File: config.mk
export PLATFORM = sky130hd
export DESIGN_NAME = instruction_issuer
export DESIGN_NICKNAME = d
export VERILOG_FILES = /design/src/rtl/instruction_issuer_pkg.sv /design/src/rtl/issue_fifo.sv /design/src/rtl/instruction_issuer.sv
export SDC_FILE = /design/constraint.sdc
export NUM_CORES = 1
export LEC_CHECK = 0
export BUFFER_PORTS_ARGS = -buffer_cell sky130_fd_sc_hd__buf_2
export CAP_MARGIN = 20
export CORE_ASPECT_RATIO = 0.7
export CORE_MARGIN = 4
export CORE_UTILIZATION = 44
export DETAILED_ROUTE_END_ITERATION = 12
export GPL_TIMING_DRIVEN = 1
export PLACE_DENSITY = 0.67
export SLEW_MARGIN = 20
export SYNTH_ARGS = -nofsm -noshare
export SYNTH_HDL_FRONTEND = slang
export SYNTH_SLANG_ARGS = --single-unit
File: constraint.sdc
create_clock -name clk -period 10 [get_ports clk]
set_input_delay 1.5 -clock clk [delete_from_list [all_inputs] [get_ports clk]]
set_output_delay 1.5 -clock clk [all_outputs]
set_load 0.02 [all_outputs]
File: src/rtl/instruction_issuer_pkg.sv
// Shared definitions for the instruction issuer: field layout, instruction types,
// stall opcodes and the issue FSM state encoding.
package instruction_issuer_pkg;

    localparam int INSTR_W = 32;
    localparam int TYPE_HI = 31;
    localparam int TYPE_LO = 30;
    localparam int OP_HI   = 29;
    localparam int OP_LO   = 25;

    localparam logic [1:0] TYPE_MEM  = 2'b00;
    localparam logic [1:0] TYPE_DATA = 2'b01;
    localparam logic [1:0] TYPE_CTRL = 2'b10;
    localparam logic [1:0] TYPE_VEC  = 2'b11;

    localparam logic [4:0] OP_STALL_STD = 5'b00101;
    localparam logic [4:0] OP_STALL_RD  = 5'b00110;
    localparam logic [4:0] OP_STALL_WR  = 5'b00111;

    typedef enum logic [1:0] {
        ISSUE    = 2'd0,
        STALL_RD = 2'd1,
        STALL_WR = 2'd2,
        STALL_BR = 2'd3
    } state_t;

    // Inserted stall words are DATA-type with an all-zero operand field.
    function automatic logic [INSTR_W-1:0] stall_word(input logic [4:0] op);
        return {TYPE_DATA, op, 25'b0};
    endfunction

endpackage

File: src/rtl/issue_fifo.sv
// Two-entry FIFO buffering fetched words ahead of the issue FSM.
module issue_fifo #(
    parameter int WIDTH = 32
) (
    input  logic             clk,
    input  logic             rst,
    input  logic             flush,
    input  logic             push,
    input  logic             pop,
    input  logic [WIDTH-1:0] din,
    output logic [WIDTH-1:0] head,
    output logic             full,
    output logic             empty
);

    logic [WIDTH-1:0] mem [2];
    logic             wr_ptr;
    logic             rd_ptr;
    logic [1:0]       count;
    logic             do_push;
    logic             do_pop;

    assign full    = (count == 2'd2);
    assign empty   = (count == 2'd0);
    // Flush wins over both a same-cycle push and pop.
    assign do_push = push && !full && !flush;
    assign do_pop  = pop && !empty && !flush;
    assign head    = mem[rd_ptr];

    always_ff @(posedge clk or posedge rst) begin
        if (rst) begin
            wr_ptr <= 1'b0;
            rd_ptr <= 1'b0;
            count  <= 2'd0;
        end else if (flush) begin
            wr_ptr <= 1'b0;
            rd_ptr <= 1'b0;
            count  <= 2'd0;
        end else begin
            if (do_push) wr_ptr <= ~wr_ptr;
            if (do_pop)  rd_ptr <= ~rd_ptr;
            case ({do_push, do_pop})
                2'b10:   count <= count + 2'd1;
                2'b01:   count <= count - 2'd1;
                default: count <= count;
            endcase
        end
    end

    always_ff @(posedge clk) begin
        if (do_push) mem[wr_ptr] <= din;
    end

endmodule

File: src/rtl/instruction_issuer.sv
// Issues buffered instruction words to decode, inserting fixed-length stall
// sequences after vector loads, vector stores and control instructions.
module instruction_issuer
    import instruction_issuer_pkg::*;
#(
    parameter int RD_STALLS = 2,
    parameter int WR_STALLS = 2,
    parameter int BR_STALLS = 3
) (
    input  logic               clk,
    input  logic               rst,
    input  logic               in_valid,
    output logic               in_ready,
    input  logic [INSTR_W-1:0] in_instr,
    input  logic               out_ready,
    output logic               out_valid,
    output logic [INSTR_W-1:0] out_instr,
    input  logic               flush,
    output logic               stall_active
);

    state_t             state, state_n;
    logic [2:0]         cnt, cnt_n;
    logic               ready_q;
    logic               push, pop;
    logic               full, empty;
    logic [INSTR_W-1:0] head;
    logic               is_load, is_store, is_ctrl;

    // Held low through reset and released on the first edge afterwards.
    always_ff @(posedge clk or posedge rst) begin
        if (rst) ready_q <= 1'b0;
        else     ready_q <= 1'b1;
    end

    assign in_ready = ready_q && !full;
    assign push     = in_valid && in_ready;

    issue_fifo #(.WIDTH(INSTR_W)) u_fifo (
        .clk   (clk),
        .rst   (rst),
        .flush (flush),
        .push  (push),
        .pop   (pop),
        .din   (in_instr),
        .head  (head),
        .full  (full),
        .empty (empty)
    );

    assign is_load  = (head[TYPE_HI:TYPE_LO] == TYPE_MEM) && (head[OP_HI -: 2] == 2'b10);
    assign is_store = (head[TYPE_HI:TYPE_LO] == TYPE_MEM) && (head[OP_HI -: 2] == 2'b11);
    assign is_ctrl  = (head[TYPE_HI:TYPE_LO] == TYPE_CTRL);

    always_ff @(posedge clk or posedge rst) begin
        if (rst) begin
            state <= ISSUE;
            cnt   <= 3'd0;
        end else begin
            state <= state_n;
            cnt   <= cnt_n;
        end
    end

    always_comb begin
        state_n      = state;
        cnt_n        = cnt;
        pop          = 1'b0;
        out_valid    = 1'b0;
        stall_active = 1'b0;
        out_instr    = stall_word(OP_STALL_STD);
        case (state)
            ISSUE: begin
                if (!empty) begin
                    out_valid = 1'b1;
                    out_instr = head;
                    pop       = out_ready;
                    if (out_ready) begin
                        if (is_load && RD_STALLS > 0) begin
                            state_n = STALL_RD;
                            cnt_n   = 3'(RD_STALLS);
                        end else if (is_store && WR_STALLS > 0) begin
                            state_n = STALL_WR;
                            cnt_n   = 3'(WR_STALLS);
                        end else if (is_ctrl && BR_STALLS > 0) begin
                            state_n = STALL_BR;
                            cnt_n   = 3'(BR_STALLS);
                        end
                    end
                end
            end
            default: begin
                out_valid    = 1'b1;
                stall_active = 1'b1;
                case (state)
                    STALL_RD: out_instr = stall_word(OP_STALL_RD);
                    STALL_WR: out_instr = stall_word(OP_STALL_WR);
                    default:  out_instr = stall_word(OP_STALL_STD);
                endcase
                // The stall word in flight counts only once decode takes it.
                if (out_ready) begin
                    cnt_n = cnt - 3'd1;
                    if (cnt <= 3'd1) begin
                        state_n = ISSUE;
                        cnt_n   = 3'd0;
                    end
                end
            end
        endcase
        if (flush) begin
            state_n = ISSUE;
            cnt_n   = 3'd0;
        end
    end

endmodule

==> out/summary.txt <==
GRT Residual Overflow = 0
Critical R2R Launch = u_fifo.rd_ptr$_DFFE_PP0P_
routed length per instance = 15.8 µm
WL final = 6.12 mm
Synth Area per Inst = 14.8 µm²
post-synthesis cell type count = 38
Seq/Total Area, Yosys = 69.5%
crit-path max FO = 36
synth warn = 0
Post-Syn Area = 3130 µm²
P_leak = 1.48 nW
vias in the first global route = 1945
Fin Setup TNS = 0 ns
worst r2r dst = cnt[2]$_DFFE_PP0P_
area share of the largest cell type after synthesis = 61.5%
WP data required = 8.50 ns
status = completed
Period minus WS final = 3.49 ns
# DRC = 0
Buffers on Ports = 71
Reg2Reg Depth = 4
most numerous cell in the Yosys netlist = edfxtp_1
Detailed Routing Iterations Pass 1 = 6
TritonCTS buffer count = 9
WHS Path Cells = 2
PostCTS Resize Cnt = 0
clock root buffer = clkbuf_8
DIE HEIGHT = 78.5 µm
CTS H-tree lvls = 3
EDFF count, synth = 64
Clock Pin Slew Worst Setup and Hold Paths = 0.08 ns
Synth Instances = 211
routed via count = 1947
Post-synth top cells = 64 x edfxtp_1, 36 x nor2_1, 31 x mux2i_1
endpoints failing hold = 0
max-capacitance violation count = 0
Setup Crit Path Kind = flip-flop to primary output
Post CTS Setup Buffer Count = 0
element type at the critical path start = flip-flop
Vias/cell = 5.02
post-synthesis async set-or-reset flop share = 13.5%
pre-CTS setup slack = 6.83 ns
cell row count = 25
first-pass GRT wire length = 9.46 mm
FF-to-FF setup slack = 7.88 ns
ANT nets after route = 0
Final GP Congestion = 0.865
Crit path arrival time = 1.99 ns
initial DRC count = 70
Max rail drop VDD = 0.109 mV
share of layout cells above drive strength 1 = 34.7%
Total GRT Usage = 15.0%
Worst Setup SP = u_fifo.rd_ptr$_DFFE_PP0P_
Peak Freq = 0.286 GHz
worst-margin pin slew = 1.03 ns
relative slew slack = 31.6%
fin crit share = 34.9%
PnR worst setup slack = 6.51 ns
post-cts hold buffer count = 0
Pwr per Cell Area = 203 nW/µm²
antenna violations before repair = 0
Die Wd = 109 µm
most area-hungry cell type in the Yosys netlist = edfxtp_1
later-pin clock latency in the skew report = 0.33 ns
FF+latch count, synth = 74
NumNets Final = 330
CTS max path bufs = 2
Initial Utilization = 45.9%
clk_skew = 0.00822 ns
HPWL Detailed = 4.21 mm
antenna diode count = 0
worst hold endpoint = state[1]$_DFFE_PP0P_
Slew Limit Fails = 0
Synth Net Count = 252
Area contributors post-synth = edfxtp_1 61%, mux2i_1 9.9%, dfrtp_1 8.0%, nor2_1 4.3%, ha_1 1.6%
hold_sp = state[1]$_DFFE_PP0P_
Layout area overhead = 22.3%
Clock Sinks = 74
CTS tree = done
RSZ-0062 raised after global routing = false
I/O pin cnt = 72
ys flop type = edfxtp_1
largest net degree at the start of global routing = 37
setup violators final = 0
CP Capture Type = primary output
Placeable Area = 6820 µm²
die area = 8540 µm²
hold crit path type = flip-flop to flip-flop
==> layer usage <==
metal	up-vias	part of all wire (%)	global-route usage [%]
met5	-	0	0
met2	79	48	24.6
met3	6	9.1	6.82
met4	0	0.62	4.04
met1	928	42	18.0
li1	934	-	-
==> how the worst max path moves through the flow <==
stage / slack, ns / cells after the start / end
final: 6.51 / 3 / out_instr[28]
after global routing: 6.36 / 3 / out_instr[28]
after CTS: 6.46 / 3 / out_instr[28]
after floorplan: 5.40 / 2 / u_fifo.mem[1][0]$_DFFE_PP_
after detailed placement: 6.83 / 3 / out_instr[28]
after global placement: 6.87 / 3 / out_instr[28]
==> worst max-delay path, cell delays in order, from the launching register on <==
cell and delay (ns):
dfrtp_2 1.05, mux2i_1 0.38, nor2_1 0.07, buf_2 0.17
==> area by class of cell <==
| class | instances | area [µm²] |
|---|---|---|
| multi-input combinational | 118 | 886 |
| inverter | 10 | 37.5 |
| clock buffer | 9 | 124 |
| fill | 584 | 2990 |
| timing repair buffer | 76 | 393 |
| tap | 94 | 118 |
| sequential | 74 | 2170 |
| clock inverter | 7 | 93.8 |
==> power breakdown <==
group          total, mW  internal, mW  switching, mW
clock network      0.243         0.140          0.103
registers          0.366         0.347         0.0188
logic              0.168        0.0659          0.102
==> metrics by stage <==
| step | power, mW | cells | util, % | area, µm² | hold slack (ns) |
|---|---|---|---|---|---|
| floorplan | 0.485 | 211 | - | 3130 | 0.479 |
| global placement | 0.540 | 372 | 52.9 | 3610 | 0.501 |
| detailed placement | 0.542 | 372 | 52.9 | 3610 | 0.507 |
| CTS | 0.787 | 388 | 56.1 | 3820 | 0.539 |
| global route | 0.818 | 388 | 56.1 | 3820 | 0.576 |
| finish | 0.777 | 388 | 56.1 | 3820 | 0.536 |
==> cell families after synthesis <==
kind of cell,after synthesis,synth area share [%]
muxes,31,9.92
other,1,0.120
adders and majority gates,4,1.60
and+or+nand+nor,55,8.12
AOI/OAI and AO/OA,24,6.84
buffers and inverters,19,2.64
xor gates and xnor gates,3,1.28
DFF,74,69.5
==> placed cells by master (no fill, tap or decap), drive strengths merged, types with 2 or more instances in the layout <==
cell | synthesis | final
edfxtp | 64 | 64
o311ai | 3 | 3
a21o | 2 | 2
inv | 10 | 10
nand4 | 4 | 4
o21ai | 2 | 2
a311oi | 2 | 2
bufinv | 0 | 2
o21a | 2 | 2
and2 | 2 | 2
clkinv | 0 | 4
a21oi | 2 | 2
nand2 | 5 | 5
dfrtp | 10 | 10
mux2i | 31 | 31
xor2 | 2 | 2
o211ai | 3 | 3
nor2 | 36 | 36
buf | 4 | 76
ha | 4 | 4
clkbuf | 5 | 9
==> state kept, by name, indices dropped and copies added, names as in the netlist <==
register / flops
u_fifo.mem: 64
u_fifo.count: 2
state: 2
u_fifo.rd_ptr: 1
u_fifo.wr_ptr: 1
cnt: 3
ready_q: 1
No activity file was read; power rests on OpenSTA's default activity.
